$ cat src/rtl/serial_paralelo_phy_rx_pkg.sv
// Shared PHY definitions: symbol width, COM idle/alignment symbol, receiver states.
// The TX parallel->serial stage uses the same values, so they live here instead of in phy_defs.vh.
package serial_paralelo_phy_rx_pkg;

  localparam int unsigned PHY_WIDTH = 8;
  localparam logic [7:0]  PHY_COM   = 8'hBC;

  // Receiver link states; the encoding matches the former 2-bit localparams.
  typedef enum logic [1:0] {
    SEARCH = 2'd0,
    ALIGN  = 2'd1,
    ACTIVE = 2'd2
  } phy_state_e;

endpackage

$ cat src/rtl/serial_paralelo_phy_rx_com_detector.sv
// Serial-in shift register with a COM comparator on the registered window.
module com_detector
  import serial_paralelo_phy_rx_pkg::*;
#(
  parameter int unsigned      WIDTH = PHY_WIDTH,
  parameter logic [WIDTH-1:0] COM   = WIDTH'(PHY_COM)
) (
  input  logic             clk_32f,
  input  logic             reset,
  input  logic             data_in,
  output logic [WIDTH-1:0] sr,
  output logic             is_com
);

  // Shift the serial line in MSB first; the newest bit lands in bit 0.
  always_ff @(posedge clk_32f) begin
    if (reset) begin
      sr <= '0;
    end else begin
      sr <= {sr[WIDTH-2:0], data_in};
    end
  end

  // The comparison uses the registered window, so a byte is judged one edge after its last bit.
  always_comb begin
    is_com = (sr == COM);
  end

endmodule

$ cat src/rtl/serial_paralelo_phy_rx.sv
// RX deserializer: finds byte alignment on COM, locks after LOCK_COUNT aligned COMs,
// then delivers data bytes with a strobe at every byte boundary (COM = idle).
module serial_paralelo_phy_rx
  import serial_paralelo_phy_rx_pkg::*;
#(
  parameter int unsigned      WIDTH      = PHY_WIDTH,
  parameter logic [WIDTH-1:0] COM        = WIDTH'(PHY_COM),
  parameter int unsigned      LOCK_COUNT = 4
) (
  input  logic             clk_32f,
  input  logic             reset,
  input  logic             data_in,
  output logic [WIDTH-1:0] data_out,
  output logic             valid_out,
  output logic             byte_strobe,
  output logic             active
);

  localparam int unsigned BCW  = $clog2(LOCK_COUNT + 1);
  localparam int unsigned BITW = (WIDTH > 1) ? $clog2(WIDTH) : 1;

  logic [WIDTH-1:0] sr;
  logic             is_com;
  logic [BITW-1:0]  bit_cnt;
  logic [BITW-1:0]  bit_next;
  logic [BCW-1:0]   bc_cnt;
  logic             boundary;
  phy_state_e       state;

  com_detector #(
    .WIDTH (WIDTH),
    .COM   (COM)
  ) u_com_detector (
    .clk_32f (clk_32f),
    .reset   (reset),
    .data_in (data_in),
    .sr      (sr),
    .is_com  (is_com)
  );

  // Bit position within the current symbol; a boundary is where sr holds a whole aligned byte.
  always_comb begin
    bit_next = (bit_cnt == BITW'(WIDTH - 1)) ? '0 : bit_cnt + 1'b1;
    boundary = (bit_cnt == '0);
  end

  // Link FSM with registered outputs: hunts COM at every bit offset, then tracks byte boundaries.
  always_ff @(posedge clk_32f) begin
    if (reset) begin
      state       <= SEARCH;
      bit_cnt     <= '0;
      bc_cnt      <= '0;
      data_out    <= '0;
      valid_out   <= 1'b0;
      byte_strobe <= 1'b0;
      active      <= 1'b0;
    end else begin
      byte_strobe <= 1'b0;
      unique case (state)
        SEARCH: begin
          bit_cnt <= '0;
          if (is_com) begin
            // The matched COM defines the phase: next boundary is WIDTH edges later.
            bc_cnt  <= BCW'(1);
            bit_cnt <= BITW'(1);
            if (LOCK_COUNT == 1) begin
              state  <= ACTIVE;
              active <= 1'b1;
            end else begin
              state <= ALIGN;
            end
          end
        end
        ALIGN: begin
          bit_cnt <= bit_next;
          if (boundary) begin
            if (is_com) begin
              if (bc_cnt != '1) begin
                bc_cnt <= bc_cnt + 1'b1;
              end
              if (32'(bc_cnt) + 1 == LOCK_COUNT) begin
                state  <= ACTIVE;
                active <= 1'b1;
              end
            end else begin
              state   <= SEARCH;
              bc_cnt  <= '0;
              bit_cnt <= '0;
            end
          end
        end
        ACTIVE: begin
          bit_cnt <= bit_next;
          if (boundary) begin
            byte_strobe <= 1'b1;
            if (is_com) begin
              valid_out <= 1'b0;
            end else begin
              data_out  <= sr;
              valid_out <= 1'b1;
            end
          end
        end
        default: begin
          state <= SEARCH;
        end
      endcase
    end
  end

endmodule

$ cat config.mk
export PLATFORM = sky130hd
export DESIGN_NAME = serial_paralelo_phy_rx
export DESIGN_NICKNAME = d
export VERILOG_FILES = /design/src/rtl/serial_paralelo_phy_rx_pkg.sv /design/src/rtl/serial_paralelo_phy_rx_com_detector.sv /design/src/rtl/serial_paralelo_phy_rx.sv
export SDC_FILE = /design/constraint.sdc
export NUM_CORES = 1
export LEC_CHECK = 0
export ABC_AREA = 1
export CORE_MARGIN = 1.5
export CORE_UTILIZATION = 49
export DETAILED_ROUTE_END_ITERATION = 10
export MAX_ROUTING_LAYER = met4
export PLACE_DENSITY = 0.81
export SLEW_MARGIN = 25
export SYNTH_ARGS = -nofsm -noshare
export SYNTH_HDL_FRONTEND = slang
export SYNTH_SLANG_ARGS = --single-unit
$ cat constraint.sdc
create_clock -name clk_32f -period 1.35 [get_ports clk_32f]
set_input_delay 0.27 -clock clk_32f [delete_from_list [all_inputs] [get_ports clk_32f]]
set_output_delay 0.27 -clock clk_32f [all_outputs]
set_load 0.1 [all_outputs]
; After elaboration in Yosys (flattened, before gate mapping)
; Index checks and enable logic that the tools add are counted.
[word_totals]
regBits = 27
latch_bits = 0
mem_bits_rw = 0
rom_bits = 0
out_inout_bits = 11
word_cells = 50
mem_count = 0
[classes]
addsub = 3
mul = 0
div = 0
order_cmp = 0
eq_ne = 10
n_shift = 0
mux = 17
bitwise_logic = 2
reduce_logical = 10
[ops]
columns = op, n
row1 = $mux 3, 7
row2 = $reduce_and 4->1, 3
row3 = $ne 3x3->1 const B, 3
row4 = $pmux 3 s3, 1
row5 = $eq 8x8->1 const B, 1
row6 = $mux 2, 4
row7 = $add 3x1->3 const B, 2
row8 = $pmux 2 s3, 1
row9 = $pmux 3 s2, 1
row10 = $add 3x1->4 const B, 1
row11 = $eq 4x3->1 const B, 1
row12 = $ne 2x2->1 const B, 2
row13 = $eq 3x3->1 const B, 1
row14 = $logic_not 3->1, 1
row15 = $mux 1, 3
row16 = $reduce_and 3->1, 1
row17 = $reduce_bool 3->1, 1
row18 = $eq 2x1->1 const B, 1
row19 = $eq 2x2->1 const B, 1
row20 = $logic_not 2->1, 1
row21 = $not 1->1, 2
row22 = $reduce_and 2->1, 1
row23 = $reduce_bool 2->1, 1
row24 = $reduce_or 2->1, 1

; Logic depth before layout (Yosys ltp)
[depth]
word_depth = 6
ltp_mapped = 10
depth_no_buf = 10

; Modules after synthesis
; A second synthesis with hierarchy kept.
[unflattened]
hier_cells = 166
area_unflattened_um2 = 1248.7
[by_module_without_submodules]
columns = module, n_inst, cells_per_inst, area_each_um2, seq_area_each_um2
row1 = serial_paralelo_phy_rx, 1, 132, 987.2, 380.4
row2 = com_detector, 1, 34, 261.5, 160.2

; Worst setup path before layout
; Ideal clock, no wire load.
[synth_path]
path_type = register to register
start = register bc_cnt[0]
end = register state[0]
arrival_time_ps = 1280
required_time_ps = 1235
slack_ps = -45
stages_incl_launch_ff = 9
path_cell_list = dfxtp_1 > ha_1 > ha_1 > nand2_1 > inv_1 > nand2_1 > nand4_1 > a21oi_1 > nor2_1
[synth_via]
elab_chain_cells = 4
[synth_rtl]
columns = item, line
row1 = from (decl), serial_paralelo_phy_rx.sv:26  ; logic [BCW-1:0] bc_cnt;
row2 = from (signal assigned), serial_paralelo_phy_rx.sv:79  ; bc_cnt <= bc_cnt + 1'b1;
row3 = $add 3x1->4, serial_paralelo_phy_rx.sv:81  ; if (32'(bc_cnt) + 1 == LOCK_COUNT) begin
row4 = $eq 4x3->1, serial_paralelo_phy_rx.sv:81
row5 = $ne 3x3->1 (no source line), -
row6 = $reduce_and 4->1 (no source line), -
row7 = to (signal assigned), serial_paralelo_phy_rx.sv:82  ; state <= ACTIVE;
row8 = to (signal assigned), serial_paralelo_phy_rx.sv:86  ; state <= SEARCH;
row9 = to (signal assigned), serial_paralelo_phy_rx.sv:105  ; state <= SEARCH;
row10 = to (decl), serial_paralelo_phy_rx.sv:28  ; phy_state_e state;
; Every way passes these cells.
; A chain may end at the register's enable or synchronous reset.

; Worst setup path in the final report
[layout_path]
start = register bc_cnt[1]
end = register state[0]
; The elaborated chain is that of the path after synthesis.

==> flow_summary.yaml <==
run_status:
  status: "finished with violations"
  violations: "setup timing"
synthesis:
  synth_xor_area_frac: 0
  synth_top_area_frac: 0.431
  syn_avg_cell_area_um2: 7.69
  ys_seq_elements: 27
  yosysWarningCount: 0
  synth_fp_nets: 176
  synth_area_um2: 1250
  synth.largest_area_cell: "dfxtp_1"
  synthSimpleGateAreaFrac: 0.282
  ys_types: 20
  synth_adder_area_share: 0.0998
  synthCells: 163
  ys_seq_area_frac: 0.431
  synth_compound_area_frac: 0.0968
  synth_top_family_by_area: "simple AND/OR/NAND/NOR gates"
  synthMuxAreaShare: 0
  synth_area_leaders: "dfxtp_1 (43%), ha_1 (10%), nand2_1 (8.7%)"
run:
  cap_violations: 0
routing:
  wirelength_um: 3180
  drt_pass1_iterations: 4
  drtIter0Drc: 20
  ant_nets: 0
  vias_per_cell: 5.29
  wl_per_cell_um: 14.2
  vias: 1179
  drc: 0
critical_path:
  arrival_ns: 1.67
  crit_required_ns: 1.60
  reg2reg_depth: 8
  r2r_slack_ns: -0.07
  startpoint_type: "register"
  worstSetupPathType: "register to register"
  endpoint_kind: "register"
  cp_max_fo: 3
sta:
  tightest_slew_ns: 0.231
  setup_viol: 3
  relSlewSlack: 0.845
  worst_clock_skew_ns: 0.00302
  post-route-period-util: 1.05
  slew_violations: 0
  rsz0062_at_grt: "true"
  max_freq_ghz: 0.704
  min_period_ns: 1.42
  hold_viol: 0
  worst_slack_ns: -0.0701
layout:
  final_cells: 223
  area_delta_synth_final_pct: 41.4
  n_fill_cell: 167
  final_common_cell: "nand2_1"
  fin_nets: 207
  design_area_um2: 1770
  final_cell_mix: "nand2_1 (24), inv_1 (23), dfxtp_1 (21)"
  diodes: 0
  multi_input_area_um2: 681
  drive_gt1_frac: 0.326
  register_area_um2: 553
placed_design:
  placed_cell_area_um2: 1610
  dp_cells: 212
  dp.final_hpwl_um: 2200
  dp_slack_ns: -0.108
  numPortBuffers: 13
  place.gp.congestion: 0.823
cts:
  clkTransAtPathRegs_ns: 0.15
  htree_levels: 1
  cts_hold_buf: 0
  clock_sink_count: 27
  clockRootBuffer: "clkbuf_4"
  cts_tree: "built"
  cts_buffers: 3
  clk_latency_ns: 0.34
  cts_buffer_depth: 2
floorplanning:
  rows: 18
  floorplan.initialDensity: 0.511
  io_pins: 14
  die_h_um: 53.6
  core_um2: 2450
  die_w_um: 53.6
  dieArea_um2: 2870
power_and_ir_drop:
  powerDensity_nw_per_um2: 1530
  totalPowerFinal_mw: 2.72
  peakVddDrop_mv: 1.26
  leakage_nw: 0.739
worst_hold_path:
  hp-class: "input port to register"
  whs_path_depth: 3
grt:
  grt_max_degree: 22
  grt_first_pass_wirelength_um: 4610
  grt_pass1_vias: 1059
  grt.total_usage: 0.236
  overflow: 0
  antenna_found_initial: 0
## report_power, final
group / switching [mW] / total [mW] / internal [mW]
Clock: 0.259 / 0.381 / 0.121
Combinational: 0.818 / 1.37 / 0.549
Sequential: 0.0762 / 0.972 / 0.896
## worst max-delay path, stage by stage (launching register included)
cell     delay, ns
dfxtp_4       0.39
ha_4          0.17
ha_4          0.21
nand2_2       0.06
inv_2         0.03
nand2_2       0.05
nand4_1       0.17
a21oi_1       0.20
nor2_1        0.06
## cell type report
cell class	instances	area share
flip-flops and latches	27	0.312
clock buffers	3	0.0127
clock inverters	1	0.00494
multi-input cells	108	0.384
well taps	30	0.0212
repair buffers	29	0.212
inverters	25	0.0529
## state kept, by name, summed over array words and instances (netlist names)
signal,cells
u_com_detector.sr,8
bc_cnt,3
valid_out,1
active,1
bit_cnt,3
state,2
byte_strobe,1
data_out,8
## cells by family (layout without fill, tap and decap cells)
family	after synthesis	in the layout
buffers and inverters	28	58
adder cells (fa/ha/maj)	10	10
AO/OA/AOI/OAI	22	22
flip-flops	27	27
AND/OR/NAND/NOR	76	76
## Yosys cell counts
| cell type | number |
|---|---|
| nand2_1 | 29 |
| dfxtp_1 | 27 |
| inv_1 | 25 |
| nor2_1 | 19 |
| a21oi_1 | 16 |
| nand3_1 | 14 |
| ha_1 | 10 |
| nand4_1 | 3 |
| nor3_1 | 3 |
| o21ai_0 | 3 |
| clkbuf_1 | 2 |
| nand2_2 | 2 |
| nor2_4 | 2 |
| o21ai_2 | 2 |
| a21oi_2 | 1 |
| buf_6 | 1 |
| nand2_4 | 1 |
| nand3_2 | 1 |
| nand3b_1 | 1 |
| nor2_2 | 1 |
## path summary, 6_finish.rpt
check                             from              endpoint
setup / recovery             bc_cnt[1]              state[0]
hold / removal                 data_in  u_com_detector.sr[0]
setup reg to reg             bc_cnt[1]              state[0]
hold reg to reg   u_com_detector.sr[0]  u_com_detector.sr[1]
## what timing repair did
item,CTS,global route
hold endpoints to repair,0,0
endpoints found under the setup margin,17,18
setup buffers,0,7
pin swaps,5,4
gates resized for setup,10,17
## layer usage
metal / vias to the layer above / part of all wire / routed length (um) / global-route usage
met5: - / 0 / 0 / -
met4: 0 / 0.027 / 85 / 0.141
met3: 8 / 0.042 / 133 / 0.0611
met2: 37 / 0.54 / 1710 / 0.395
li1: 579 / - / - / -
met1: 555 / 0.39 / 1250 / 0.251
## stage by stage
step | utilization | setup TNS [ns] | hold slack [ns]
2_1_floorplan | - | 0 | 0.347
3_3_place_gp | 0.655 | -0.0289 | 0.432
3_5_place_dp | 0.655 | -0.861 | 0.439
4_1_cts | 0.678 | -0.0877 | 0.432
5_1_grt | 0.722 | -0.954 | 0.442
6_report | 0.722 | -0.106 | 0.438
No activity file was read; power rests on OpenSTA's default activity.
